==> src/rtl/rs_issue_scheduler_if.sv <==
// Handshake bundle between the reservation-station heads, the issue scheduler
// and the shared functional units.
interface rs_issue_scheduler_if #(
  parameter int RS_COUNT = 4,
  parameter int FU_COUNT = 2
);
  localparam int SRC_W = $clog2(RS_COUNT);

  logic [RS_COUNT-1:0]               rs_valid;
  logic [RS_COUNT-1:0]               rs_operands_ready;
  logic [RS_COUNT-1:0][FU_COUNT-1:0] rs_fu_mask;
  logic [RS_COUNT-1:0]               rs_ready;
  logic [FU_COUNT-1:0]               fu_issue_valid;
  logic [FU_COUNT-1:0][SRC_W-1:0]    fu_issue_src;
  logic [FU_COUNT-1:0]               fu_done;
  logic [FU_COUNT-1:0]               fu_kill;
  logic                              flush;

  modport master (
    output rs_valid, rs_operands_ready, rs_fu_mask, fu_done, flush,
    input  rs_ready, fu_issue_valid, fu_issue_src, fu_kill
  );

  modport slave (
    input  rs_valid, rs_operands_ready, rs_fu_mask, fu_done, flush,
    output rs_ready, fu_issue_valid, fu_issue_src, fu_kill
  );
endinterface

==> src/rtl/rs_issue_scheduler.sv <==
// Round-robin issue of reservation-station heads onto shared non-pipelined units.
// Optional AGE_PRIORITY_EN adds per-station wait counters that promote starved stations.
//
// state    | meaning
// IDLE     | unit free, may take an operation this cycle
// BUSY     | operation in flight, result wanted
// DRAIN    | operation in flight after flush, result killed
module rs_issue_scheduler #(
  parameter int RS_COUNT  = 4,
  parameter int FU_COUNT  = 2,
  parameter int AGE_WIDTH = 3
) (
  input  logic                 clk,
  input  logic                 rst_n,
  rs_issue_scheduler_if.slave  bus
);
  localparam int SRC_W = $clog2(RS_COUNT);

  localparam logic [1:0] ST_IDLE  = 2'd0;
  localparam logic [1:0] ST_BUSY  = 2'd1;
  localparam logic [1:0] ST_DRAIN = 2'd2;

  logic [FU_COUNT-1:0][1:0]       state_q, state_d;
  logic [FU_COUNT-1:0][SRC_W-1:0] rr_ptr_q, rr_ptr_d;
  logic [FU_COUNT-1:0]            kill_q;
  logic [FU_COUNT-1:0]            grant;
  logic [FU_COUNT-1:0][SRC_W-1:0] grant_src;
  logic [RS_COUNT-1:0]            eligible;
  logic [RS_COUNT-1:0]            taken;
  logic [RS_COUNT-1:0]            age_sat;
  logic [SRC_W-1:0]               sel;
  logic                           found;
  int                             sum;

  assign eligible = bus.rs_valid & bus.rs_operands_ready;

`ifdef AGE_PRIORITY_EN
  logic [RS_COUNT-1:0][AGE_WIDTH-1:0] age_q;

  always_comb begin
    age_sat = '0;
    for (int i = 0; i < RS_COUNT; i++) age_sat[i] = &age_q[i];
  end

  always_ff @(posedge clk or negedge rst_n) begin
    if (!rst_n) begin
      age_q <= '0;
    end else begin
      for (int i = 0; i < RS_COUNT; i++) begin
        if (bus.flush || taken[i])
          age_q[i] <= '0;
        else if (eligible[i] && !age_sat[i])
          age_q[i] <= age_q[i] + 1'b1;
      end
    end
  end
`else
  assign age_sat = '0;
`endif

  // Units allocate in index order; a station claimed by a lower unit is masked for the rest.
  always_comb begin
    taken     = '0;
    grant     = '0;
    grant_src = '0;
    rr_ptr_d  = rr_ptr_q;
    found     = 1'b0;
    sum       = 0;
    sel       = '0;
    for (int j = 0; j < FU_COUNT; j++) begin
      found = 1'b0;
      if (rst_n && !bus.flush && state_q[j] == ST_IDLE) begin
        for (int i = 0; i < RS_COUNT; i++) begin
          if (!found && age_sat[i] && eligible[i] && !taken[i] && bus.rs_fu_mask[i][j]) begin
            found        = 1'b1;
            taken[i]     = 1'b1;
            grant[j]     = 1'b1;
            grant_src[j] = SRC_W'(i);
            rr_ptr_d[j]  = (i == RS_COUNT-1) ? '0 : SRC_W'(i + 1);
          end
        end
        for (int k = 0; k < RS_COUNT; k++) begin
          sum = int'(rr_ptr_q[j]) + k;
          if (sum >= RS_COUNT) sum = sum - RS_COUNT;
          sel = SRC_W'(sum);
          if (!found && eligible[sel] && !taken[sel] && bus.rs_fu_mask[sel][j]) begin
            found        = 1'b1;
            taken[sel]   = 1'b1;
            grant[j]     = 1'b1;
            grant_src[j] = sel;
            rr_ptr_d[j]  = (sum == RS_COUNT-1) ? '0 : SRC_W'(sum + 1);
          end
        end
      end
    end
  end

  always_comb begin
    state_d = state_q;
    for (int j = 0; j < FU_COUNT; j++) begin
      case (state_q[j])
        ST_IDLE:  if (grant[j]) state_d[j] = ST_BUSY;
        ST_BUSY: begin
          if (bus.fu_done[j])  state_d[j] = ST_IDLE;
          else if (bus.flush)  state_d[j] = ST_DRAIN;
        end
        ST_DRAIN: if (bus.fu_done[j]) state_d[j] = ST_IDLE;
        default:  state_d[j] = ST_IDLE;
      endcase
    end
  end

  always_ff @(posedge clk or negedge rst_n) begin
    if (!rst_n) begin
      state_q  <= '0;
      rr_ptr_q <= '0;
      kill_q   <= '0;
    end else begin
      state_q  <= state_d;
      rr_ptr_q <= rr_ptr_d;
      for (int j = 0; j < FU_COUNT; j++) kill_q[j] <= (state_d[j] == ST_DRAIN);
    end
  end

  assign bus.rs_ready       = taken;
  assign bus.fu_issue_valid = grant;
  assign bus.fu_issue_src   = grant_src;
  assign bus.fu_kill        = kill_q;
endmodule

==> src/flat_wrapper.sv <==
// flat-port wrapper written by rule: the top's interface ports become plain ports
module rs_issue_scheduler_flat 
#(
  parameter int RS_COUNT  = 4,
  parameter int FU_COUNT  = 2,
  parameter int AGE_WIDTH = 3
)
  (clk, rst_n, bus_rs_valid, bus_rs_operands_ready, bus_rs_fu_mask, bus_fu_done, bus_flush, bus_rs_ready, bus_fu_issue_valid, bus_fu_issue_src, bus_fu_kill);
  rs_issue_scheduler_if #(.RS_COUNT(RS_COUNT), .FU_COUNT(FU_COUNT)) bus_i ();
  input  logic clk;
  input  logic rst_n;
  input wire logic [$bits(bus_i.rs_valid)-1:0] bus_rs_valid;
  input wire logic [$bits(bus_i.rs_operands_ready)-1:0] bus_rs_operands_ready;
  input wire logic [$bits(bus_i.rs_fu_mask)-1:0] bus_rs_fu_mask;
  input wire logic [$bits(bus_i.fu_done)-1:0] bus_fu_done;
  input wire logic [$bits(bus_i.flush)-1:0] bus_flush;
  output wire logic [$bits(bus_i.rs_ready)-1:0] bus_rs_ready;
  output wire logic [$bits(bus_i.fu_issue_valid)-1:0] bus_fu_issue_valid;
  output wire logic [$bits(bus_i.fu_issue_src)-1:0] bus_fu_issue_src;
  output wire logic [$bits(bus_i.fu_kill)-1:0] bus_fu_kill;
  assign bus_i.rs_valid = bus_rs_valid;
  assign bus_i.rs_operands_ready = bus_rs_operands_ready;
  assign bus_i.rs_fu_mask = bus_rs_fu_mask;
  assign bus_i.fu_done = bus_fu_done;
  assign bus_i.flush = bus_flush;
  assign bus_rs_ready = bus_i.rs_ready;
  assign bus_fu_issue_valid = bus_i.fu_issue_valid;
  assign bus_fu_issue_src = bus_i.fu_issue_src;
  assign bus_fu_kill = bus_i.fu_kill;
  rs_issue_scheduler #(.RS_COUNT(RS_COUNT), .FU_COUNT(FU_COUNT), .AGE_WIDTH(AGE_WIDTH)) u_core (.clk(clk), .rst_n(rst_n), .bus(bus_i));
endmodule
==> config.mk <==
export PLATFORM = sky130hd
export DESIGN_NAME = rs_issue_scheduler_flat
export DESIGN_NICKNAME = d
export VERILOG_FILES = /design/src/rtl/rs_issue_scheduler_if.sv /design/src/rtl/rs_issue_scheduler.sv /design/src/flat_wrapper.sv
export SDC_FILE = /design/constraint.sdc
export NUM_CORES = 1
export LEC_CHECK = 0
export BUFFER_PORTS_ARGS = -buffer_cell sky130_fd_sc_hd__buf_4
export CAP_MARGIN = 40
export CELL_PAD_IN_SITES_DETAIL_PLACEMENT = 0
export CELL_PAD_IN_SITES_GLOBAL_PLACEMENT = 1
export CORE_MARGIN = 1
export CORE_UTILIZATION = 46
export CTS_CLUSTER_DIAMETER = 50
export DETAILED_ROUTE_END_ITERATION = 8
export PLACE_DENSITY = 0.95
export SYNTH_ARGS = -nofsm -noshare
export SYNTH_HDL_FRONTEND = slang
export SYNTH_SLANG_ARGS = --single-unit
==> constraint.sdc <==
create_clock -name clk -period 10.8 [get_ports clk]
set_clock_uncertainty 0.05 [all_clocks]
set_input_delay 1.08 -clock clk [delete_from_list [all_inputs] [get_ports clk]]
set_output_delay 1.08 -clock clk [all_outputs]
set_load 0.005 [all_outputs]
==> key figures, run 1 <==
Outcome
  • Run status: complete, no violations

CTS
  • Hold buffer count at CTS: 0
  • Clock sinks: 10
  • H-Tree Level Count: 1
  • Number of gates resized after cts: 0
  • Clock tree from TritonCTS: done
  • Insertion delay to the later sink of the worst-skew pair: 230 ps
  • Clock transition at the register clock pins on the worst setup and hold paths after CTS: 50 ps
  • Number of buffers added by the clock tree synthesis step: 3
  • Post CTS Setup Buffer Count: 0
  • Cell at the root of the clock tree: clkbuf_8
  • Maximum buffer depth of the clock tree: 2

Min path
  • Depth of the worst hold-timing path: 1
  • Worst hold path class: reg -> reg

STA
  • Setup TNS after final layout: 0 ps
  • Maximum operating frequency: 0.147 GHz
  • Worst-margin pin slew: 895 ps
  • Unrepaired setup endpoints after global routing: false
  • Final slew viol count: 0
  • Min cycle time layout: 6790 ps
  • Final critical-path share of the clock period: 62.9%
  • # setup viols final: 0
  • Max-slew headroom at the worst pin: roughly 40%
  • Fin. Hold Viols: 0
  • Final worst slack: roughly 4000 ps

Floorplan
  • Core region area: approximately 4400 µm²
  • Die extent in x: 69.3 µm
  • Cell Rows: 24
  • Area of the die: 4810 µm²
  • IO Count: 33
  • Die height: 69.3 µm
  • Initial core utilization: 47.9%

Placed design
  • Half-perimeter wire length after detailed placement: 4.88 mm
  • Global placement routability congestion: 0.920
  • Pre-CTS WS: between 4000 and 5000 ps
  • Count of buffers from port buffering: 32
  • Placed cell count: 348

Synth
  • Flip-flop and latch count after synthesis: 10
  • Number of enable-type register cells in the synthesized netlist: 0
  • Area share of the leading cell type in the synthesized netlist: 12.0%
  • Area share of xor/xnor cells in the synthesized design: less than 1%
  • Sequential fraction of the synthesis area: a little under an eighth
  • Dominant synthesized flop cell: dfrtp_1
  • Largest family of logic cells by synthesized area: compound AO/OA/AOI/OAI gates
  • Post-synthesis cell count: 274
  • Cell type with the largest total area after synthesis: dfrtp_1
  • Ys Warns: 0
  • Cell area after synthesis: 2090 µm²
  • Async S/R FF share, synth: 100%
  • Mux cell area share after synthesis: 4.08%
  • Largest cells by area after synthesis: dfrtp_1 (12%), ha_1 (7.2%), nand2_1 (4.3%)
  • Area fraction in compound gates after synthesis: 37.5%
  • Syn avg cell area: 7.61 µm²
  • Library cell with the highest instance count after synthesis: nand2_1
  • Simple-gate share of the synthesized area: 33.7%
  • Cell types with the highest counts after synthesis: nand2_1 (24), nand3_1 (16), nor2_1 (16)
  • Number of distinct standard cells referenced by the synthesized netlist: 77
  • Post-Syn Nets: 307
  • Adder-cell share of the synthesized area: 7.20%

Layout
  • Fraction of final layout cells sized beyond drive strength 1: 19.1%
  • Filler-free cell count of the finished design: 351
  • Antenna diode count: 0
  • P&R area growth vs syn: 14.3%
  • Layout filler cell count: between 400 and 500
  • Number of nets in the finished design: about 330

GRT
  • Vias in the first global route: around 2.3k
  • Global route total overflow: 0
  • First-pass GRT wire length: 10.6 mm
  • Pin count of the biggest net entering global routing: 25
  • Global Route Usage Sum: 26.0%
  • Number of antenna violations at the first check in global routing: 0

Worst setup path
  • Worst setup EP type: primary output
  • Worst path slowest cell: dfrtp_1
  • Cells along the critical path: inv_1 -> ha_1 -> nand4b_1 -> a2111o_1 -> a211oi_4 -> and2_1 -> o41ai_2 -> or2_0 -> nor4_1 -> or2_1 -> and3_1 -> a211oi_2 -> nor3_1 -> o221ai_1 -> buf_4
  • Slowest Stage Delay on Critical Path: between 800 and 900 ps
  • Count of cell instances traversed by the critical path: 15
  • Startpoint kind of the worst setup timing path: flip-flop
  • Register-to-Register Path Depth: 14
  • Cell family with the largest share of critical-path delay: simple AND/OR/NAND/NOR gates
  • Critical Path AT: 5660 ps
  • Slack of the worst reg-to-reg path: 5270 ps
  • Critical path buffers and inverters: 2
  • WP data required: 9670 ps
  • Maximum fanout along the worst path: 24
  • Category of the critical setup timing path: reg -> out

Run
  • Maxcap violations: 0

Route
  • Total number of vias: 2425
  • Post-detailed-route DRC marker count: 0
  • Average wire length per cell after detail routing: 17.7 µm
  • DRT Pass-1 Iters: 4
  • Vias per cell: approximately 6.9
  • Number of nets with antenna violations after routing: 0
  • Final wirelength: 6.21 mm
  • DRC violation total after the first TritonRoute iteration: 244

Power
  • Worst ir drop on vdd: 0.138 mV
  • Leakage power: a little under 0.001 µW
  • Power Dens Cells: 225 nW/µm²
-- metal layers --
metal  wire, µm  track usage, %
met1       2660            34.1
met2       2970            42.3
met3        375            4.22
met4        198            10.7
met5          0               0
-- placed cells by master (no fill, tap or decap), drive strengths merged, types with 6 or more instances in the layout --
master and count:
buf 33, nand2 24, nand3 17, nor2 17, nor3 16, o21ai 15
inv 14, a21oi 12, ha 12, and3 11, dfrtp 10, a211oi 7
o211ai 6, or3 6
-- final cells by class --
class                      instances  area [µm²]  area share, %
multi-input combinational        239        1730           72.5
sequential                        10         250           10.5
timing repair buffer              33         248           10.4
tap                               52        65.1           2.73
inverter                          14        52.6           2.20
clock buffer                       3        41.3           1.73
-- state kept, by name (all words and copies together) (netlist names) --
register / flops
u_core.state_q: 4
u_core.bus.fu_kill: 2
u_core.rr_ptr_q: 4
-- per-stage QoR --
stage | util (%) | area, µm² | hold slack [ps] | total power [µW]
floorplan | - | 2090 | 442 | 388
global placement | 53.8 | 2340 | 464 | 484
detailed placement | 53.8 | 2340 | 481 | 487
CTS | 54.8 | 2380 | 485 | 527
global route | 54.8 | 2380 | 504 | 582
finish | 54.8 | 2380 | 477 | 536
-- where the power goes --
group	switching, µW	internal [µW]
registers	37.8	49.7
clock network	13.2	24.3
logic	247	164
-- final timing paths --
path                                                 from                              to
min reg2reg                   u_core.state_q[1]$_DFF_PN0_     u_core.state_q[0]$_DFF_PN0_
max reg2reg                u_core.rr_ptr_q[0]$_DFFE_PN0P_  u_core.rr_ptr_q[2]$_DFFE_PN0P_
min in group asynchronous                           rst_n     u_core.state_q[2]$_DFF_PN0_
max                        u_core.rr_ptr_q[0]$_DFFE_PN0P_                 bus_rs_ready[1]
max in group asynchronous                           rst_n  u_core.rr_ptr_q[0]$_DFFE_PN0P_
min                           u_core.state_q[1]$_DFF_PN0_     u_core.state_q[0]$_DFF_PN0_
-- logic make-up (layout without fill, tap and decap cells) --
kind of cell / after synthesis / count (layout)
xor+xnor: 1 / 1
buf+inv: 25 / 50
simple gates: 124 / 124
fa+ha+maj: 12 / 12
flops: 10 / 10
mux: 7 / 7
compound gates: 95 / 95
Note: power is estimated with default switching activity, not from simulation.
==> run 2: changes to the inputs <==
--- a/config.mk
+++ b/config.mk
@@ -10,10 +10,10 @@
 export CELL_PAD_IN_SITES_DETAIL_PLACEMENT = 0
 export CELL_PAD_IN_SITES_GLOBAL_PLACEMENT = 1
 export CORE_MARGIN = 1
-export CORE_UTILIZATION = 46
+export CORE_UTILIZATION = 38
 export CTS_CLUSTER_DIAMETER = 50
 export DETAILED_ROUTE_END_ITERATION = 8
-export PLACE_DENSITY = 0.95
+export PLACE_DENSITY = 0.86
 export SYNTH_ARGS = -nofsm -noshare
 export SYNTH_HDL_FRONTEND = slang
 export SYNTH_SLANG_ARGS = --single-unit
==> constraint.sdc (replaced) <==
create_clock -name clk -period 6 [get_ports clk]
set_clock_uncertainty 0.05 [all_clocks]
set_input_delay 0.6 -clock clk [delete_from_list [all_inputs] [get_ports clk]]
set_output_delay 0.6 -clock clk [all_outputs]
set_load 0.005 [all_outputs]
==> key figures, run 2 (same netlist as run 1, synthesis figures left out) <==
GRT
  • Vias in the first global route: 2236 (-1.5%)
  • Number of antenna violations at the first check in global routing: 0 (unchanged)
  • Pin count of the biggest net entering global routing: 24 (-4.0%)
  • Global route total overflow: 0 (unchanged)
  • Global Route Usage Sum: 22.1% (-3.9 points)
  • First-pass GRT wire length: 10.7 mm (+1.1%)

CTS
  • H-Tree Level Count: 1 (unchanged)
  • Clock sinks: 10 (unchanged)
  • Maximum buffer depth of the clock tree: 2 (unchanged)
  • Clock tree from TritonCTS: done
  • Insertion delay to the later sink of the worst-skew pair: 230 ps (about the same)
  • Post CTS Setup Buffer Count: 0 (unchanged)
  • Clock transition at the register clock pins on the worst setup and hold paths after CTS: 50 ps (about the same)
  • Hold buffer count at CTS: 0 (unchanged)
  • Cell at the root of the clock tree: clkbuf_8
  • Number of gates resized after cts: 0 (unchanged)
  • Number of buffers added by the clock tree synthesis step: 3 (unchanged)

STA
  • # setup viols final: 0 (unchanged)
  • Fin. Hold Viols: 0 (unchanged)
  • Final slew viol count: 0 (unchanged)
  • Setup TNS after final layout: 0 ps (unchanged)
  • Min cycle time layout: 5530 ps
  • Hold Worst Slack: 138 ps (-339 ps)
  • Maximum operating frequency: 0.181 GHz
  • Max-slew headroom at the worst pin: 50.6% (+11 points)
  • Final critical-path share of the clock period: 92.2%
  • Unrepaired setup endpoints after global routing: false
  • Worst-margin pin slew: 736 ps (-159 ps)

Layout
  • Most common cell after layout, fill and taps aside: buf_4
  • Most used cells in the layout excluding fill and tap cells: buf_4 (35), nand2_1 (24), nand3_1 (16), nor2_1 (16), inv_1 (14)
  • Filler-free cell count of the finished design: 372 (+6.0%)
  • Antenna diode count: 0 (unchanged)
  • P&R area growth vs syn: 16.8%
  • Fraction of final layout cells sized beyond drive strength 1: 19.9% (+0.80 points)
  • Number of nets in the finished design: 336 (+0.60%)
  • Design area: 2440 µm² (+2.2%)

Floorplan
  • IO Count: 33 (unchanged)
  • Initial core utilization: 40.1% (-7.8 points)
  • Area of the die: 5790 µm² (+20%)
  • Core region area: 5200 µm² (+20%)
  • Cell Rows: 26 (+8.3%)
  • Die height: 76.1 µm (+9.7%)
  • Die extent in x: 76.1 µm (+9.7%)

Placed design
  • Global placement routability congestion: 0.906 (-1.5%)
  • Half-perimeter wire length after detailed placement: 4.98 mm (+2.0%)
  • Placed inst area: 2380 µm² (+1.6%)
  • Placed cell count: 368 (+5.7%)
  • Count of buffers from port buffering: 32 (unchanged)

Route
  • Number of nets with antenna violations after routing: 0 (unchanged)
  • Total number of vias: 2371 (-2.2%)
  • Average wire length per cell after detail routing: 16.7 µm (-5.7%)
  • Final wirelength: 6.21 mm (about the same)
  • DRC violation total after the first TritonRoute iteration: 254 (+4.1%)
  • DRT Pass-1 Iters: 5 (+1)
  • Post-detailed-route DRC marker count: 0 (unchanged)
  • Vias per cell: 6.37 (-7.7%)

Power
  • Register share of total power: 12.3% (-4.0 points)
  • Cell-internal power: 450 µW (+89%)
  • Power Dens Cells: 403 nW/µm² (+79%)
  • Net load switching power: 532 µW (+78%)
  • Logic pwr share: 79.3% (+2.6 points)
  • Proportion of power drawn by the clock network: 8.5% (+1.5 points)
  • Worst ir drop on vdd: 0.248 mV (+79%)
  • Switch share: 54.2% (-1.4 points)
  • Leakage power: 0.00100 µW (+1.7%)

Worst setup path
  • WP data required: 5350 ps (-4320 ps)
  • Startpoint kind of the worst setup timing path: flip-flop
  • Cell family with the largest share of critical-path delay: compound AO/OA/AOI/OAI gates
  • Worst path slowest cell: a2111o_1
  • Worst setup EP type: primary output
  • Category of the critical setup timing path: reg -> out
  • Maximum fanout along the worst path: 14 (-42%)
  • Slack of the worst reg-to-reg path: 1230 ps (-4040 ps)
  • Slowest Stage Delay on Critical Path: 480 ps (-380 ps)
  • Critical Path AT: 4880 ps (-780 ps)
  • Critical path buffers and inverters: 2 (unchanged)
  • Cells along the critical path: inv_1 -> ha_1 -> nand4b_1 -> a2111o_1 -> a211oi_4 -> and2_1 -> o41ai_2 -> o21ai_4 -> a21boi_2 -> o32a_1 -> a211oi_1 -> o22ai_1 -> nor3_1 -> o221ai_1 -> buf_4

Run
  • Maxcap violations: 0 (unchanged)

Outcome
  • Run status: complete, no violations

Min path
  • Worst hold path class: in -> async
==> run 2: cell type report <==
cell class                      instances  area (µm²)
Fill cell                             527        2770
Multi-Input combinational cell        239        1730
Timing Repair Buffer                   35         263
Sequential cell                        10         250
Tap cell                               70        87.6
Clock buffer                            4        55.1
Inverter                               14        52.6
==> run 2: per-stage QoR <==
step / power [µW] / setup slack (ps) / utilization (%)
3_3_place_gp: 889 / 911 / 45.7
5_1_grt: 1080 / 21.0 / 46.8
3_5_place_dp: 885 / 767 / 45.7
2_1_floorplan: 699 / 1150 / -
6_report: 982 / 469 / 46.8
4_1_cts: 973 / 509 / 46.8
==> run 2: power by group through the flow <==
stage               clock [µW]  combinational (µW)  sequential (µW)
global placement             0                 768              121
finish                    83.1                 778              121
floorplan                    0                 581              118
global route              89.1                 861              125
detailed placement           0                 764              121
CTS                       85.4                 767              120
==> run 2: final timing paths <==
path	startpoint	endpoint	cells past startpoint
setup / recovery	u_core.rr_ptr_q[0]$_DFFE_PN0P_	bus_rs_ready[1]	15
hold / removal	rst_n	u_core.bus.fu_kill[1]$_DFF_PN0_	1
setup reg to reg	u_core.rr_ptr_q[0]$_DFFE_PN0P_	u_core.rr_ptr_q[3]$_DFFE_PN0P_	14
hold reg to reg	u_core.state_q[1]$_DFF_PN0_	u_core.state_q[0]$_DFF_PN0_	1
max in group asynchronous	rst_n	u_core.rr_ptr_q[0]$_DFFE_PN0P_	1
min in group clk	bus_fu_done[1]	u_core.bus.fu_kill[1]$_DFF_PN0_	2
==> run 2: per-layer routing <==
| layer | track usage [%] | part of all wire, % | up-vias |
|---|---|---|---|
| met2 | 34.6 | 45 | 100 |
| met5 | 0 | 0 | - |
| met3 | 1.92 | 5.2 | 14 |
| met4 | 9.04 | 2.1 | 0 |
| li1 | - | - | 1146 |
| met1 | 31.1 | 47 | 1111 |
